[src/rtl/syncgen_param.sv]
// Sync shaper and Z80 raster-interrupt generator: derives HSYNC/VSYNC/composite sync from the CRTC
// and raises INT_N every INT_PERIOD lines, realigned to VSYNC and cleared by ack or irq_reset.
module syncgen_param #(
  parameter int unsigned HSYNC_DELAY = 2,
  parameter int unsigned HSYNC_LEN   = 4,
  parameter int unsigned VSYNC_DELAY = 2,
  parameter int unsigned VSYNC_LEN   = 4,
  parameter int unsigned INT_PERIOD  = 52,
  parameter int unsigned INT_ALIGN   = 2,
  parameter int unsigned INT_VS_MIN  = 32,
  parameter int unsigned ICNT_W      = 6,
  parameter int unsigned LCNT_W      = 5,
  parameter int unsigned SYNC_MODE   = 0
) (
  input  logic              clk,
  input  logic              RESET_N,
  input  logic              CCLK_EN_N,
  input  logic              HSYNC_I,
  input  logic              VSYNC_I,
  input  logic              IORQ_N,
  input  logic              M1_N,
  input  logic              irq_reset,
  output logic              HSYNC_O,
  output logic              VSYNC_O,
  output logic              SYNC_N,
  output logic              INT_N,
  output logic [ICNT_W-1:0] ICNT,
  output logic              LCNT_ACT
);

  localparam int unsigned H_MAX  = HSYNC_DELAY + HSYNC_LEN;
  localparam int unsigned V_MAX  = VSYNC_DELAY + VSYNC_LEN;
  localparam int unsigned HCNT_W = $clog2(H_MAX + 1);

  localparam logic [HCNT_W-1:0] H_DLY_L   = HCNT_W'(HSYNC_DELAY);
  localparam logic [HCNT_W-1:0] H_MAX_L   = HCNT_W'(H_MAX);
  localparam logic [LCNT_W-1:0] V_DLY_L   = LCNT_W'(VSYNC_DELAY);
  localparam logic [LCNT_W-1:0] V_MAX_L   = LCNT_W'(V_MAX);
  localparam logic [LCNT_W-1:0] ALIGN_M1  = LCNT_W'(INT_ALIGN - 1);
  localparam logic [ICNT_W-1:0] PER_M1    = ICNT_W'(INT_PERIOD - 1);
  localparam logic [ICNT_W-1:0] VS_MIN_L  = ICNT_W'(INT_VS_MIN);

  logic              hs_q, hs_d;
  logic              vs_q, vs_d;
  logic              ack_q, ack_d;
  logic              int_n_q, int_n_d;
  logic [HCNT_W-1:0] hcnt_q, hcnt_d;
  logic [LCNT_W-1:0] lcnt_q, lcnt_d;
  logic [ICNT_W-1:0] icnt_q, icnt_d;

  logic hs_fall, vs_rise, realign, ack_set, ack_rise, int_assert;

  always_comb begin
    hs_d       = HSYNC_I;
    vs_d       = vs_q;
    hcnt_d     = hcnt_q;
    lcnt_d     = lcnt_q;
    icnt_d     = icnt_q;
    int_n_d    = int_n_q;
    int_assert = 1'b0;

    hs_fall = hs_q & ~HSYNC_I;
    vs_rise = VSYNC_I & ~vs_q & CCLK_EN_N;
    if (CCLK_EN_N) vs_d = VSYNC_I;

    // Horizontal tick counter, held at zero outside HSYNC_I
    if (!HSYNC_I) begin
      hcnt_d = '0;
    end else if (CCLK_EN_N && (hcnt_q != H_MAX_L)) begin
      hcnt_d = hcnt_q + HCNT_W'(1);
    end

    // Line counter since VSYNC_I rise, saturating when the window closes
    if (vs_rise) begin
      lcnt_d = '0;
    end else if (hs_fall && (lcnt_q != V_MAX_L)) begin
      lcnt_d = lcnt_q + LCNT_W'(1);
    end

    realign = hs_fall & (lcnt_q == ALIGN_M1);

    // Ack latch follows one M1 cycle; only its first clk counts
    ack_set  = ~int_n_q & ~IORQ_N & ~M1_N;
    ack_d    = M1_N ? 1'b0 : (ack_q | ack_set);
    ack_rise = ack_set & ~ack_q;

    if (irq_reset) begin
      icnt_d  = '0;
      int_n_d = 1'b1;
    end else if (realign) begin
      if (icnt_q >= VS_MIN_L) begin
        int_n_d    = 1'b0;
        int_assert = 1'b1;
      end
      icnt_d = '0;
    end else if (hs_fall) begin
      if (icnt_q == PER_M1) begin
        icnt_d     = '0;
        int_n_d    = 1'b0;
        int_assert = 1'b1;
      end else begin
        icnt_d = icnt_q + ICNT_W'(1);
      end
    end

    if (ack_rise) begin
      icnt_d[ICNT_W-1] = 1'b0;
      if (!int_assert) int_n_d = 1'b1;
    end
  end

  always_ff @(posedge clk) begin
    if (!RESET_N) begin
      hs_q    <= 1'b0;
      vs_q    <= 1'b0;
      ack_q   <= 1'b0;
      int_n_q <= 1'b1;
      hcnt_q  <= '0;
      lcnt_q  <= V_MAX_L;
      icnt_q  <= '0;
    end else begin
      hs_q    <= hs_d;
      vs_q    <= vs_d;
      ack_q   <= ack_d;
      int_n_q <= int_n_d;
      hcnt_q  <= hcnt_d;
      lcnt_q  <= lcnt_d;
      icnt_q  <= icnt_d;
    end
  end

  assign HSYNC_O  = HSYNC_I & (hcnt_q >= H_DLY_L) & (hcnt_q < H_MAX_L);
  assign VSYNC_O  = (lcnt_q >= V_DLY_L) & (lcnt_q < V_MAX_L);
  assign LCNT_ACT = (lcnt_q < V_MAX_L);
  assign INT_N    = int_n_q;
  assign ICNT     = icnt_q;

  generate
    if (SYNC_MODE == 0) begin : g_sync_xnor
      assign SYNC_N = ~(HSYNC_O ^ VSYNC_O);
    end else begin : g_sync_nor
      assign SYNC_N = ~(HSYNC_O | VSYNC_O);
    end
  endgenerate

endmodule

[config.mk]
export PLATFORM = sky130hd
export DESIGN_NAME = syncgen_param
export DESIGN_NICKNAME = d
export VERILOG_FILES = /design/src/rtl/syncgen_param.sv
export SDC_FILE = /design/constraint.sdc
export NUM_CORES = 1
export LEC_CHECK = 0
export ABC_AREA = 0
export BUFFER_PORTS_ARGS = -buffer_cell sky130_fd_sc_hd__buf_2
export CAP_MARGIN = 20
export CORE_UTILIZATION = 30
export DETAILED_ROUTE_END_ITERATION = 6
export PLACE_DENSITY = 0.61
export SYNTH_ARGS = -nofsm -noshare
export SYNTH_HDL_FRONTEND = slang
export SYNTH_SLANG_ARGS = --single-unit
export TNS_END_PERCENT = 50
[constraint.sdc]
create_clock -name clk -period 2.1 [get_ports clk]
set_input_delay 0.105 -clock clk [delete_from_list [all_inputs] [get_ports clk]]
set_output_delay 0.105 -clock clk [all_outputs]
set_load 0.02 [all_outputs]
=== Word-level counts from Yosys, hierarchy flattened ===
Cells that the tools add are included.

* Flip-flop bits (word level): 18
* Input port bits: 8
* Output and inout port bits: 11
* Word-level logic and storage cells: 64

* Add/sub/neg operators: 3
* $lt $le $gt $ge: 5
* Eq/ne operators: 4
* Mux-type cells: 15
* Bitwise operators: 20
* Reductions and logical operators: 8

{| class="wikitable"
|+ Operator list
! cell !! number
|-
| 1-bit two-way mux || 12
|-
| 1-bit bitwise AND || 10
|-
| 1-bit inverter || 8
|-
| 6-bit by 1-bit adder with 6-bit output (second input constant) || 1
|-
| 6-bit equality test (second input constant) || 1
|-
| 6-bit greater-or-equal comparator (second input constant) || 1
|-
| 3-bit two-way mux || 2
|-
| 6-bit two-way mux || 1
|-
| 5-bit by 1-bit adder with 5-bit output (second input constant) || 1
|-
| 5-bit by 1-bit equality test with 1-bit output (second input constant) || 1
|-
| 5-bit by 2-bit greater-or-equal comparator with 1-bit output (second input constant) || 1
|-
| 5-bit by 3-bit less-than comparator with 1-bit output (second input constant) || 1
|-
| 5-bit by 3-bit inequality test with 1-bit output (second input constant) || 1
|-
| 2-bit OR reduction || 2
|-
| 4-bit OR reduction || 1
|-
| 3-bit by 1-bit adder with 3-bit output (second input constant) || 1
|-
| 3-bit by 2-bit greater-or-equal comparator with 1-bit output (second input constant) || 1
|-
| 3-bit less-than comparator (second input constant) || 1
|-
| 3-bit inequality test (second input constant) || 1
|-
| 3-bit OR reduction || 1
|-
| 1-bit logical AND || 2
|-
| 2-bit AND reduction || 1
|-
| 2-bit nonzero test || 1
|-
| 1-bit bitwise OR || 1
|-
| 1-bit XOR || 1
|}

=== Logic depth before layout (Yosys ltp) ===
* Depth after elaboration: 7
* Gate-level depth with buffers: 6
* Depth with buffers taken out: 5

=== Worst setup path before layout ===
Ideal clock, no wire load.

* Path kind: reg2out
* Start point: register lcnt_q[1]
* End point: output port SYNC_N
* Arrival time: 1763 ps
* Data required time: 1995 ps
* Slack: 232 ps
* Stages on the path, launching flop included: 5
* Buffers on the path: 1
* Path through: dfxtp_1 -> clkbuf_1 -> a211oi_1 -> o31a_1 -> xnor2_1

* Word-level cells in the longest chain between the ends: 4
* Elaborated cells between the ends (all ways): 5
* Classes of those cells: order compare: 2; bitwise: 3

{| class="wikitable"
|+ Ends and longest elaborated chain
! element !! line !! text
|-
| from (decl) || 48 || <nowiki>logic [LCNT_W-1:0] lcnt_q, lcnt_d;</nowiki>
|-
| from (signal assigned) || 127 || <nowiki>lcnt_q <= lcnt_d;</nowiki>
|-
| 5-bit by 3-bit less-than comparator with 1-bit output || - ||
|-
| via LCNT_ACT || 28 || <nowiki>output logic LCNT_ACT</nowiki>
|-
| 1-bit bitwise AND || 133 || <nowiki>assign VSYNC_O = (lcnt_q >= V_DLY_L) & (lcnt_q < V_MAX_L);</nowiki>
|-
| via VSYNC_O || 24 || <nowiki>output logic VSYNC_O,</nowiki>
|-
| 1-bit XOR || 140 || <nowiki>assign SYNC_N = ~(HSYNC_O ^ VSYNC_O);</nowiki>
|-
| 1-bit inverter || 140 ||
|-
| to (decl) || 25 || <nowiki>output logic SYNC_N,</nowiki>
|}

The timed path passes the listed nets, and every way through them passes these cells.

=== Worst setup path in the final report ===
* Start point: register icnt_q[1] (netlist: ICNT[1])
* End point: register icnt_q[5] (netlist: ICNT[5])

* Word-level cells in the longest chain between the ends: 2
* Elaborated cells between the ends (all ways): 3
* Classes of those cells: add/sub: 1; eq/ne: 1; mux: 1

{| class="wikitable"
|+ Ends and longest elaborated chain
! element !! line !! text
|-
| from (decl) || 49 || <nowiki>logic [ICNT_W-1:0] icnt_q, icnt_d;</nowiki>
|-
| from (signal assigned) || 128 || <nowiki>icnt_q <= icnt_d;</nowiki>
|-
| 6-bit by 1-bit adder with 6-bit output / 6-bit equality test (equally long branches) || 102, 97 ||
|-
| 6-bit two-way mux * || 97 || <nowiki>if (icnt_q == PER_M1) begin</nowiki>
|}

Every way passes the cells marked *; elsewhere a longest branch is shown, timed or not.
A chain may end at the register's enable or synchronous reset.

==> results.py <==
metrics = {
    "run_status": {
        "status": "finished clean",
    },
    "worst_setup_path": {
        "worstPathCellList": "ha_1 -> or4bb_2 -> o221ai_4 -> a211oi_1",
        "r2r_end": "ICNT[5]",
        "critPathKind": "reg -> reg",
        "path_max_fanout": 6,
        "r2r.worst_path.cells": 4,
        "regToRegStartpoint": "ICNT[1]",
        "cp-end-kind": "register",
        "path_depth": 4,
        "crit_start": "ICNT[1]",
        "cp-start-kind": "register",
        "endpoint": "ICNT[5]",
        "critPathSlowestCell": "or4bb_2",
        "required_ns": 2.27,
        "critPathTopFamily": "simple AND/OR/NAND/NOR gates",
        "cp_num_buf_inv": 0,
        "regToRegSetupSlack_ns": 0.30,
        "arrival_ns": 1.97,
        "cpPeakStageDelay_ns": 0.68,
    },
    "timing": {
        "worst_pin_slew_ns": 0.433,
        "hold_violations": 0,
        "fin_crit_ns": 1.80,
        "rsz0062_at_grt": "no",
        "worst_slack_ns": 0.304,
        "setup_viol": 0,
        "maxClockFrequency_ghz": 0.557,
        "slew_headroom": 0.711,
        "finalCritPeriodShare": 0.855,
        "final-max-slew-violation-count": 0,
        "fin_setup_tns_ns": 0,
        "fin_worst_skew_ns": 0.00169,
    },
    "yosys": {
        "synth_cell_type_count": 32,
        "synth_cells": 115,
        "ys_warn_count": 0,
        "synthesis.nets": 129,
        "ys_top_cells_by_area": "dfxtp_1 (37%), ha_1 (7.8%), a21oi_1 (5.2%)",
        "yosys.area.top_type": "dfxtp_1",
        "syn_area_um2": 968,
        "synth_seq_cells": 18,
        "ys_seq_area_frac": 0.372,
        "syn_area_per_cell_um2": 8.42,
        "netlist.area_leader.share": 0.372,
    },
    "grt": {
        "grt_pass1_wl_um": 3420,
        "antenna_found_initial": 0,
        "grt_overflow": 0,
        "grt_pass1_vias": 803,
        "track_usage": 0.130,
        "grt_max_degree": 11,
    },
    "floorplan": {
        "rows": 20,
        "initial_utilization": 0.317,
        "fp.coreArea_mm2": 0.00305,
        "fp.dieW_um": 58.8,
        "fp.dieArea_mm2": 0.00346,
        "die_h_um": 58.8,
        "ios": 19,
    },
    "clocking": {
        "postCtsHoldBufs": 1,
        "cts.clk_slew.worst_paths_ns": 0.10,
        "numCtsBuffers": 3,
        "clock_path_buffers": 2,
        "cts.sinks": 18,
        "postCtsSetupBuffers": 0,
        "clk-insertion-delay-late_ns": 0.29,
        "root_buffer": "clkbuf_4",
        "h-tree-depth": 1,
        "cts_resized": 0,
        "cts_tree": "yes",
    },
    "placement": {
        "dp_slack_ns": 0.301,
        "io_buffers": 18,
        "dp_hpwl_um": 1560,
        "gp_congestion": 0.824,
        "placedCellCount": 173,
    },
    "drt": {
        "drt-wirelength-per-cell_um": 11.5,
        "ant_nets": 0,
        "drt-initial-drc-count": 60,
        "post-route-drc-count": 0,
        "vias_per_cell": 4.90,
        "first_pass_iters": 4,
        "vias": 868,
        "drt-total-wl_um": 2040,
    },
    "worst_hold_path": {
        "min_path_type": "in -> reg",
        "min_from": "RESET_N",
    },
    "layout": {
        "diodes": 0,
        "nets": 149,
        "multiInputGateArea_um2": 562,
        "layout.cells.non_filler": 177,
        "final_cell_mix": "dfxtp_1 (18), buf_2 (18), nand2_1 (13), a21oi_1 (10)",
        "drive_above_1_share": 0.180,
        "area_growth_pct": 16.7,
        "fillCellCount": 339,
        "seqCellArea_um2": 360,
    },
    "power": {
        "p_per_area_mw_per_mm2": 535,
        "power_leakage_nw": 0.442,
        "ir_worst_vdd_uv": 263,
    },
    "run": {
        "maxCapViolCount": 0,
    },
}
[report_power, final]
part	switching, mW	internal [mW]	total, mW
Clock	0.107	0.0666	0.173
Combinational	0.0416	0.0293	0.0709
Sequential	0.0115	0.348	0.360
[registers in the layout, indices dropped and copies added, names as in the netlist]
| name | count |
|---|---|
| vs_q | 1 |
| INT_N | 1 |
| ack_q | 1 |
| lcnt_q | 5 |
| hcnt_q | 3 |
| hs_q | 1 |
| ICNT | 6 |
[worst register-to-register path, stage by stage (launching register included)]
cell      delay, ns
dfxtp_1        0.43
ha_1           0.23
or4bb_2        0.68
o221ai_4       0.25
a211oi_1       0.08
[cell families after synthesis]
| kind of cell | after synthesis | synth area share |
|---|---|---|
| AOI/OAI and AO/OA | 30 | 0.209 |
| xor gates and xnor gates | 3 | 0.0271 |
| adders and majority gates | 6 | 0.0775 |
| buffers and inverters | 12 | 0.0478 |
| DFF | 18 | 0.372 |
| muxes | 1 | 0.0103 |
| and+or+nand+nor | 45 | 0.256 |
[area by class of cell]
cell class,count,area share
multi-input cells,85,0.497
flip-flops and latches,18,0.319
repair buffers,19,0.0886
well taps,44,0.0487
inverters,8,0.0266
clock buffers,3,0.0199
[metal layers]
metal,vias up,global-route usage,share of wire
met4,0,0.0408,0.0093
met2,9,0.214,0.46
met5,-,0,0
li1,448,-,-
met1,409,0.163,0.50
met3,2,0.0396,0.027
[Yosys cell counts, drive strengths merged]
cell type and number:
dfxtp 18, nand2 13, a21oi 10, inv 8, o21ai 8, ha 6, nor2 6, nand3b 5
a211oi 4, nand3 4, or3 4, clkbuf 3, nor2b 3, a21boi 2, nand4 2, nor3 2
xor2 2, a311oi 1, and2 1, buf 1, mux2i 1, nand2b 1, nor3b 1, nor4 1
o21a 1, o221ai 1, o311ai 1, o31a 1, o31ai 1, or4b 1, or4bb 1, xnor2 1
[per-stage QoR]
stage	hold slack [ns]	utilization	area, um^2	power [mW]
after floorplan	0.181	-	968	0.413
after global placement	0.288	0.359	1100	0.435
after detailed placement	0.297	0.359	1100	0.438
after CTS	0.0575	0.370	1130	0.613
after global routing	0.0589	0.370	1130	0.638
final	0.0699	0.370	1130	0.604
[worst min-delay path by stage]
stage                           end  slack, ns  cells past startpoint
after floorplan               ack_q       0.18                      1
after global placement        ack_q       0.29                      2
after detailed placement      ack_q       0.30                      2
after CTS                 lcnt_q[2]       0.06                      2
after global routing      lcnt_q[2]       0.06                      2
final                     lcnt_q[2]       0.07                      2
Power figures use the tool's default switching activity.
